===== src/rtl/div_unit.sv =====
// Iterative RV32M divider (DIV/DIVU/REM/REMU): restoring radix-2, one quotient bit per cycle.
// Optional result cache for DIV+REM pairs is enabled by defining DIV_RESULT_CACHE_EN.
module div_unit #(
    parameter int XLEN = 32
) (
    input  logic            clk,
    input  logic            rst_n,
    input  logic            start,
    input  logic [1:0]      op,
    input  logic [XLEN-1:0] dividend,
    input  logic [XLEN-1:0] divisor,
    input  logic            flush,
    input  logic            hold,
    output logic            stall_req_ex,
    output logic            busy,
    output logic            result_valid,
    output logic [XLEN-1:0] result
);
    localparam int CNT_W = $clog2(XLEN + 1);
    localparam logic [XLEN-1:0] MIN_NEG = {1'b1, {(XLEN-1){1'b0}}};

    typedef enum logic [1:0] {IDLE, CALC, DONE} state_t;
    state_t state, state_next;

    logic [CNT_W-1:0] cnt;
    logic [XLEN-1:0]  rem, quo, dvs;
    logic             neg_q, neg_r, sel_rem;

    function automatic logic [XLEN-1:0] magnitude(input logic signed [XLEN-1:0] v, input logic sgn);
        return (sgn && v < 0) ? $unsigned(-v) : $unsigned(v);
    endfunction

    function automatic logic [XLEN-1:0] apply_sign(input logic [XLEN-1:0] v, input logic neg);
        return neg ? -v : v;
    endfunction

    logic            is_signed, go, div_zero, ovf, hit, iter_ge;
    logic [XLEN:0]   rem_sh, diff;
    logic [XLEN-1:0] rem_nx, quo_nx, done_q, done_r, hit_q, hit_r;
    logic            done_entry, done_sel;

    assign is_signed = ~op[0];
    assign go        = start & ~flush;
    assign div_zero  = (divisor == '0);
    assign ovf       = is_signed && (dividend == MIN_NEG) && (divisor == '1);

    // The shifted remainder needs XLEN+1 bits; the borrow of the subtract decides the quotient bit.
    assign rem_sh  = {rem, quo[XLEN-1]};
    assign diff    = rem_sh - {1'b0, dvs};
    assign iter_ge = ~diff[XLEN];
    assign rem_nx  = iter_ge ? diff[XLEN-1:0] : rem_sh[XLEN-1:0];
    assign quo_nx  = {quo[XLEN-2:0], iter_ge};

`ifdef DIV_RESULT_CACHE_EN
    logic            cache_valid, cache_sgn, op_sgn;
    logic [XLEN-1:0] cache_a, cache_b, cache_q, cache_r, op_a, op_b;

    assign hit   = cache_valid && (dividend == cache_a) && (divisor == cache_b) && (is_signed == cache_sgn);
    assign hit_q = cache_q;
    assign hit_r = cache_r;
`else
    assign hit   = 1'b0;
    assign hit_q = '0;
    assign hit_r = '0;
`endif

    always_comb begin
        state_next = state;
        done_entry = 1'b0;
        done_sel   = sel_rem;
        done_q     = apply_sign(quo_nx, neg_q);
        done_r     = apply_sign(rem_nx, neg_r);
        case (state)
            IDLE: begin
                if (go) begin
                    done_sel = op[1];
                    if (div_zero || ovf || hit) begin
                        state_next = DONE;
                        done_entry = 1'b1;
                    end else begin
                        state_next = CALC;
                    end
                    if (div_zero) begin
                        done_q = '1;
                        done_r = dividend;
                    end else if (ovf) begin
                        done_q = dividend;
                        done_r = '0;
                    end else begin
                        done_q = hit_q;
                        done_r = hit_r;
                    end
                end
            end
            CALC: begin
                if (cnt == CNT_W'(1)) begin
                    state_next = DONE;
                    done_entry = 1'b1;
                end
            end
            DONE: begin
                if (!hold) state_next = IDLE;
            end
            default: state_next = IDLE;
        endcase
        if (flush) begin
            state_next = IDLE;
            done_entry = 1'b0;
        end
    end

    always_ff @(posedge clk or negedge rst_n) begin
        if (!rst_n) begin
            state  <= IDLE;
            cnt    <= '0;
            result <= '0;
        end else begin
            state <= state_next;
            if (state == IDLE && go) cnt <= CNT_W'(XLEN);
            else if (state == CALC)  cnt <= cnt - CNT_W'(1);
            if (done_entry) result <= done_sel ? done_r : done_q;
        end
    end

    // Datapath registers carry no reset; they are loaded before use.
    always_ff @(posedge clk) begin
        if (state == IDLE && go) begin
            rem     <= '0;
            quo     <= magnitude(dividend, is_signed);
            dvs     <= magnitude(divisor, is_signed);
            neg_q   <= is_signed & (dividend[XLEN-1] ^ divisor[XLEN-1]);
            neg_r   <= is_signed & dividend[XLEN-1];
            sel_rem <= op[1];
`ifdef DIV_RESULT_CACHE_EN
            op_a    <= dividend;
            op_b    <= divisor;
            op_sgn  <= is_signed;
`endif
        end else if (state == CALC) begin
            rem <= rem_nx;
            quo <= quo_nx;
        end
    end

`ifdef DIV_RESULT_CACHE_EN
    always_ff @(posedge clk or negedge rst_n) begin
        if (!rst_n) cache_valid <= 1'b0;
        else if (done_entry) cache_valid <= 1'b1;
    end

    always_ff @(posedge clk) begin
        if (done_entry) begin
            cache_q   <= done_q;
            cache_r   <= done_r;
            cache_a   <= (state == IDLE) ? dividend : op_a;
            cache_b   <= (state == IDLE) ? divisor : op_b;
            cache_sgn <= (state == IDLE) ? is_signed : op_sgn;
        end
    end
`endif

    assign stall_req_ex = rst_n & start & ~flush & (state != DONE);
    assign busy         = (state != IDLE);
    assign result_valid = (state == DONE);

endmodule


===== config.mk =====
export PLATFORM = sky130hd
export DESIGN_NAME = div_unit
export DESIGN_NICKNAME = d
export VERILOG_FILES = /design/src/rtl/div_unit.sv
export SDC_FILE = /design/constraint.sdc
export NUM_CORES = 1
export LEC_CHECK = 0
export CAP_MARGIN = 15
export CELL_PAD_IN_SITES_DETAIL_PLACEMENT = 1
export CELL_PAD_IN_SITES_GLOBAL_PLACEMENT = 1
export CORE_UTILIZATION = 44
export CTS_CLUSTER_DIAMETER = 80
export DETAILED_ROUTE_END_ITERATION = 16
export GPL_TIMING_DRIVEN = 0
export PLACE_DENSITY = 0.86
export RECOVER_POWER = 50
export REMOVE_ABC_BUFFERS = 1
export SLEW_MARGIN = 20
export SYNTH_ARGS = -nofsm -noshare
export SYNTH_HDL_FRONTEND = slang
export SYNTH_SLANG_ARGS = --single-unit

===== constraint.sdc =====
create_clock -name clk -period 5.7 [get_ports clk]
set_input_delay 0.855 -clock clk [delete_from_list [all_inputs] [get_ports clk]]
set_output_delay 0.855 -clock clk [all_outputs]
set_load 0.01 [all_outputs]

Word level (Yosys, flattened, before mapping) --
Cells that the tools add are included.
Cells by class: reductions and logical operators 11, magnitude comparators 2, mux-type cells 30, equality and inequality tests 9, bitwise gates (word level) 10, $add $sub $neg 6
Operators with widths (number):
- $mux 32 | 15
- $neg 32->32 | 4
- $eq 32x32->1 const B | 2
- $lt 32x1->1 const B | 2
- $sub 33x32->33 | 1
- $logic_not 32->1 | 1
- $mux 6 | 2
- $mux 2 | 5
- $ne 3x3->1 const B | 3
- $and 1x1->1 | 6
- $eq 6x1->1 const B | 1
- $mux 1 | 6
- $pmux 2 s3 | 1
- $sub 6x1->6 const B | 1
- $logic_and 1x1->1 | 5
- $reduce_bool 2->1 | 2
- $not 1->1 | 3
- $reduce_and 3->1 | 1
- $eq 2x1->1 const B | 1
- $eq 2x2->1 const B | 1
- $logic_not 2->1 | 1
- $ne 2x2->1 const B | 1
- $pmux 1 s2 | 1
- $logic_or 1x1->1 | 1
- $xor 1x1->1 | 1
Storage, ports and cells: register bits 139, logic and storage cells 77, output and inout port bits 35, input port bits 71

Depth between registers and ports, before layout --
depth in word-level cells 8, gate-level depth with buffers 25, mapped depth without buffers 20

Least setup slack after synthesis --
Ideal clock, no wire load.
path kind reg2reg, from register quo[31], to register result[12], path buffers 5, required time 5.574 ns, library setup time 0.126 ns, clock period less this slack 4.755 ns, arrival 4.629 ns, stages on the path, launching flop included 25, path slack 0.945 ns, path through edfxtp_1 inv_1 ha_1 inv_1 fa_1 a211oi_2 o211a_1 nor3_1 o21a_1 o211a_1 clkbuf_8 clkinv_1 buf_6 buf_2 clkbuf_1 buf_2 ha_1 nand2b_1 or3_1 or3_1 o31ai_1 xor2_1 o21ai_0 a21oi_1 a21oi_1
On the way: word-level cells in the longest chain between the ends 7, elaborated cells between the ends (all ways) 12, classes of those cells add/sub: 3; mux: 8; bitwise: 1
Ends and longest elaborated chain:
- from (decl) | RTL line 26 | logic [XLEN-1:0] rem, quo, dvs;
- from (signal assigned) | RTL line 129 | quo <= magnitude(dividend, is_signed);
- from (signal assigned) | RTL line 141 | quo <= quo_nx;
- $sub 33x32->33 | RTL line 49 | assign diff = rem_sh - {1'b0, dvs};
- $mux 32 / $not 1->1 (equally long branches) | RTL line 51, 50
- $neg 32->32 | RTL line 34 | return neg ? -v : v;
- $mux 32 | RTL line 34
- $mux 32 | RTL line 75 | if (go) begin
- $mux 32 | RTL line 73 | case (state)
- $mux 32 * | RTL line 121 | if (done_entry) result <= done_sel ? done_r : done_q;
- to (signal assigned) | RTL line 121
- to (decl) | RTL line 17 | output logic [XLEN-1:0] result
Mark *: on every way between the ends. The rest lies on a longest branch, timed or not. A chain may end at the register's enable or synchronous reset.

Worst setup path after layout --
from input port dividend[13], to register result[22]
On the way: word-level cells in the longest chain between the ends 8, elaborated cells between the ends (all ways) 13, classes of those cells eq/ne: 1; mux: 9; reduce/logical: 3
Ends and longest elaborated chain:
- from (decl) | RTL line 10 | input logic [XLEN-1:0] dividend,
- $eq 32x32->1 * | RTL line 45 | assign ovf = is_signed && (dividend == MIN_NEG) && (divisor == '1);
- $logic_and 1x1->1 * (2 in series) | RTL line 45
- $logic_or 1x1->1 / $mux 32 (equally long branches) | RTL line 77, 86
- $mux 1 / $mux 32 (equally long branches) | RTL line 77, 83
- $mux 1 / $mux 32 (equally long branches) | RTL line 75
- $pmux 1 s2 / $mux 32 (equally long branches) | RTL line 73
- $mux 1 / $mux 32 (equally long branches) | RTL line 106, 121
Marks and branches as above.

==> reports/results.md <==
| Parameter | Reported | Unit |
|:---|:---|:---|
| Status | finished, violations left | - |
| Violations in the final reports | max-capacitance violations, max-slew violations | - |
| Via density per instance | 6.202 | - |
| Library cells used by synthesis | 90 | - |
| Area of the multi-input gates | 6995 | um^2 |
| Ordered list of cells on the worst path | dlygate4sd3_1 -> or4_1 -> nor4_1 -> or3b_2 -> or4_1 -> or4_4 -> nor2_4 -> o21ai_1 -> nand2_4 -> nand2_1 -> a221oi_1 -> nor3_2 | - |
| Worst Path Arrival | 5.78 | ns |
| Die area | 26070 | um^2 |
| Core footprint | 24600 | um^2 |
| Number of buffers added by the clock tree synthesis step | 17 | - |
| Total of flip-flops plus latches after synthesis | 139 | - |
| Clock latency reported for the late side of the worst-skew pair | 0.45 | ns |
| Number of enable flip-flop cells after synthesis | 67 | - |
| Total count of hold-check failures in the final report | 0 | - |
| Register-to-register setup slack | 0.45 | ns |
| Critical-path maximum fanout | 38 | - |
| Sequential cell area fraction in the yosys report | 0.3265 | - |
| Critical Setup Path Class | primary input to register | - |
| Max cap viols | 2 | - |
| DR vias | 10990 | - |
| Clock sink total | 139 | - |
| Initial antenna violation count | 0 | - |
| Most frequent cell on the critical path | sky130_fd_sc_hd__or4_1 | - |
| Final net count | 1546 | - |
| Commonest non-fill, non-tap cell in the layout | sky130_fd_sc_hd__o21ai_0 | - |
| Worst Reg-to-Reg Cells | 19 | - |
| Critical Path Sink Type | register | - |
| Startpoint class of the critical path | primary input | - |
| Pin count of the biggest net entering global routing | 69 | - |
| Total I/O pin count | 106 | - |
| Crit path buffers/inverters | 1 | - |
| Power per unit of standard cell area | 448.5 | nW/um^2 |
| Number of pins with negative max-slew slack in the final report | 62 | - |
| Setup repair after global routing missed its margin | no | - |
| Vias in the first global route | 11420 | - |
| Synth Cell Area | 11190 | um^2 |
| Final clock skew | 0.01108 | ns |
| Number of nets still failing antenna checks after routing | 0 | - |
| Buffer count from post-CTS setup fixing | 0 | - |
| Number of optimization iterations in the first detailed-route pass | 6 | - |
| Clock tree from TritonCTS | yes | - |
| Largest delay contributor family on the critical path | simple AND/OR/NAND/NOR gates | - |
| Top FF cell, synth | sky130_fd_sc_hd__edfxtp_1 | - |
| Finished layout cell area | 12990 | um^2 |
| DRC | 0 | - |
| Headroom to the max-slew limit | -0.2539 | - |
| CTS H-tree lvls | 4 | - |
| Maximum clock frequency | 183.2 | MHz |
| Routability congestion estimate | 0.9155 | - |
| Sequential Area | 3654 | um^2 |
| Least setup slack across all paths after layout | 0.2417 | ns |
| Number of DRC markers after the initial detailed-route iteration | 748 | - |
| Synthesized area divided by synthesized cell count | 8.150 | um^2 |
| Ratio of cells with drive above 1 in the final layout | 0.05525 | - |
| Worst Max-Slew Pin Slew | 1.881 | ns |
| Count of final setup violators | 0 | - |
| Post-detail-place hpwl | 27980 | um |
| Largest vdd supply drop | 0.2814 | mV |
| Hold/Removal Path Class | primary input to async pin | - |
| Final global-route overflow total | 0 | - |
| Wire length of the first global-routing pass | 59400 | um |
| Finished Core Util | 0.5279 | - |
| Post-synthesis cell count | 1373 | - |
| P&R area growth vs syn | 16.08 | % |
| Hold bufs inserted after CTS | 0 | - |
| Post-route clock period utilization | 0.9576 | - |
| Maximum buffer depth of the clock tree | 2 | - |
| Antenna Cells | 0 | - |
| Time the worst path needs with I/O delays and setup | 5.458 | ns |
| Hold Worst Slack | 0.4493 | ns |
| Mean routed wirelength per cell | 20.88 | um |
| Global-route usage over all layers | 0.2884 | - |
| Number of cell rows | 57 | - |
| Worst EP required | 6.02 | ns |
| Die outline height | 161.5 | um |
| Clock Pin Slew Worst Setup and Hold Paths | 0.07 | ns |
| Leakage Power | 4.939 | nW |
| Number of port buffers | 105 | - |
| Starting Density | 0.4548 | - |
| Width of the die | 161.5 | um |
| Placed Instances | 1740 | - |
| Post-Route Setup TNS | 0 | ns |
| Most frequent cells in the layout | sky130_fd_sc_hd__o21ai_0, sky130_fd_sc_hd__nand2_1, sky130_fd_sc_hd__a21oi_1, sky130_fd_sc_hd__nor2_1, sky130_fd_sc_hd__xor2_1 | - |
| Async SR Flop Fraction | 0.2878 | - |
| Destination of the worst register-to-register timing path | result[14] | - |
| Stage delay of the slowest cell on the critical path | 0.64 | ns |
| WL final | 37000 | um |
| Pre-CTS setup slack | -0.6632 | ns |
| Slowest-stage cell, CP | sky130_fd_sc_hd__dlygate4sd3_1 | - |
| Number of standard cells in the final layout excluding fillers | 1772 | - |
| Total of fill cells in the finished design | 2967 | - |
| Overall power consumption | 5.825 | mW |
| Critical R2R Launch | quo[31] | - |
| Warning count from the yosys run | 0 | - |
| Cell area after placement | 12410 | um^2 |
| Buffer cell driving the clock tree root | sky130_fd_sc_hd__clkbuf_16 | - |
cell type report:
class,instances,area share
clock buffer,18,0.03381
clock inverter,14,0.01117
inverter,63,0.01840
multi-input combinational,1104,0.5386
sequential,139,0.2813
tap,324,0.03121
timing repair buffer,110,0.08554
state kept, by name, summed over array words and instances (netlist names):
signal	count
dvs	32
state	2
neg_r	1
neg_q	1
sel_rem	1
quo	32
rem	32
cnt	6
result	32
kinds of logic after synthesis:
logic type,Yosys count,share of synthesized area
and+or+nand+nor,453,0.2037
DFF,139,0.3265
adders and majority gates,40,0.04540
xor gates and xnor gates,134,0.1049
AOI/OAI and AO/OA,454,0.2463
muxes,23,0.02080
buffers and inverters,130,0.05233
Yosys cell counts (all sizes together) (8+ instances only):
library cell	number	share of area
and2	13	0.0074
nand4	18	0.010
xnor2	63	0.049
a211oi	15	0.011
or4	10	0.0070
o31ai	19	0.013
nor3	41	0.019
edfxtp	67	0.18
ha	39	0.044
nor2	99	0.034
a31oi	17	0.0095
o21ai	179	0.080
o211ai	16	0.011
dfrtp	40	0.089
a21o	9	0.0065
inv	60	0.020
or3	21	0.013
a21oi	120	0.054
nand2	145	0.049
nor4	18	0.010
nand2b	14	0.0078
a221oi	9	0.0070
dfxtp	32	0.057
o21a	13	0.0087
buf	19	0.011
o41ai	8	0.0079
nand3	22	0.0098
xor2	71	0.056
mux2i	21	0.019
clkbuf	47	0.019
metal layers:
metal	track usage	vias up	part of all wire
met5	0	-	0
met4	0.1231	0	0.038
met3	0.05290	91	0.056
met2	0.4947	310	0.49
met1	0.3535	5417	0.42
li1	-	5172	-
power breakdown:
part           internal, mW  total, mW  switching [mW]
logic                  1.22       3.07            1.85
registers              1.33       1.62           0.285
clock network         0.655       1.14           0.483
repair_timing:
item                       CTS  global route
setup endpoints to repair    6            29
gates cloned                 0             0
gates resized for setup      1             4
hold endpoints to repair     0             0
worst max-delay path by stage:
stage / to / cells past startpoint / start / slack [ns]
final: result[22] / 12 / dividend[13] / 0.24
after global placement: quo[30] / 5 / flush / -3.56
after detailed placement: result[22] / 14 / dividend[1] / -0.66
after floorplan: quo[0] / 4 / start / -0.25
after global routing: result[29] / 13 / dividend[13] / 0.06
after CTS: result[22] / 14 / dividend[1] / 0.08
Power figures use the tool's default switching activity.
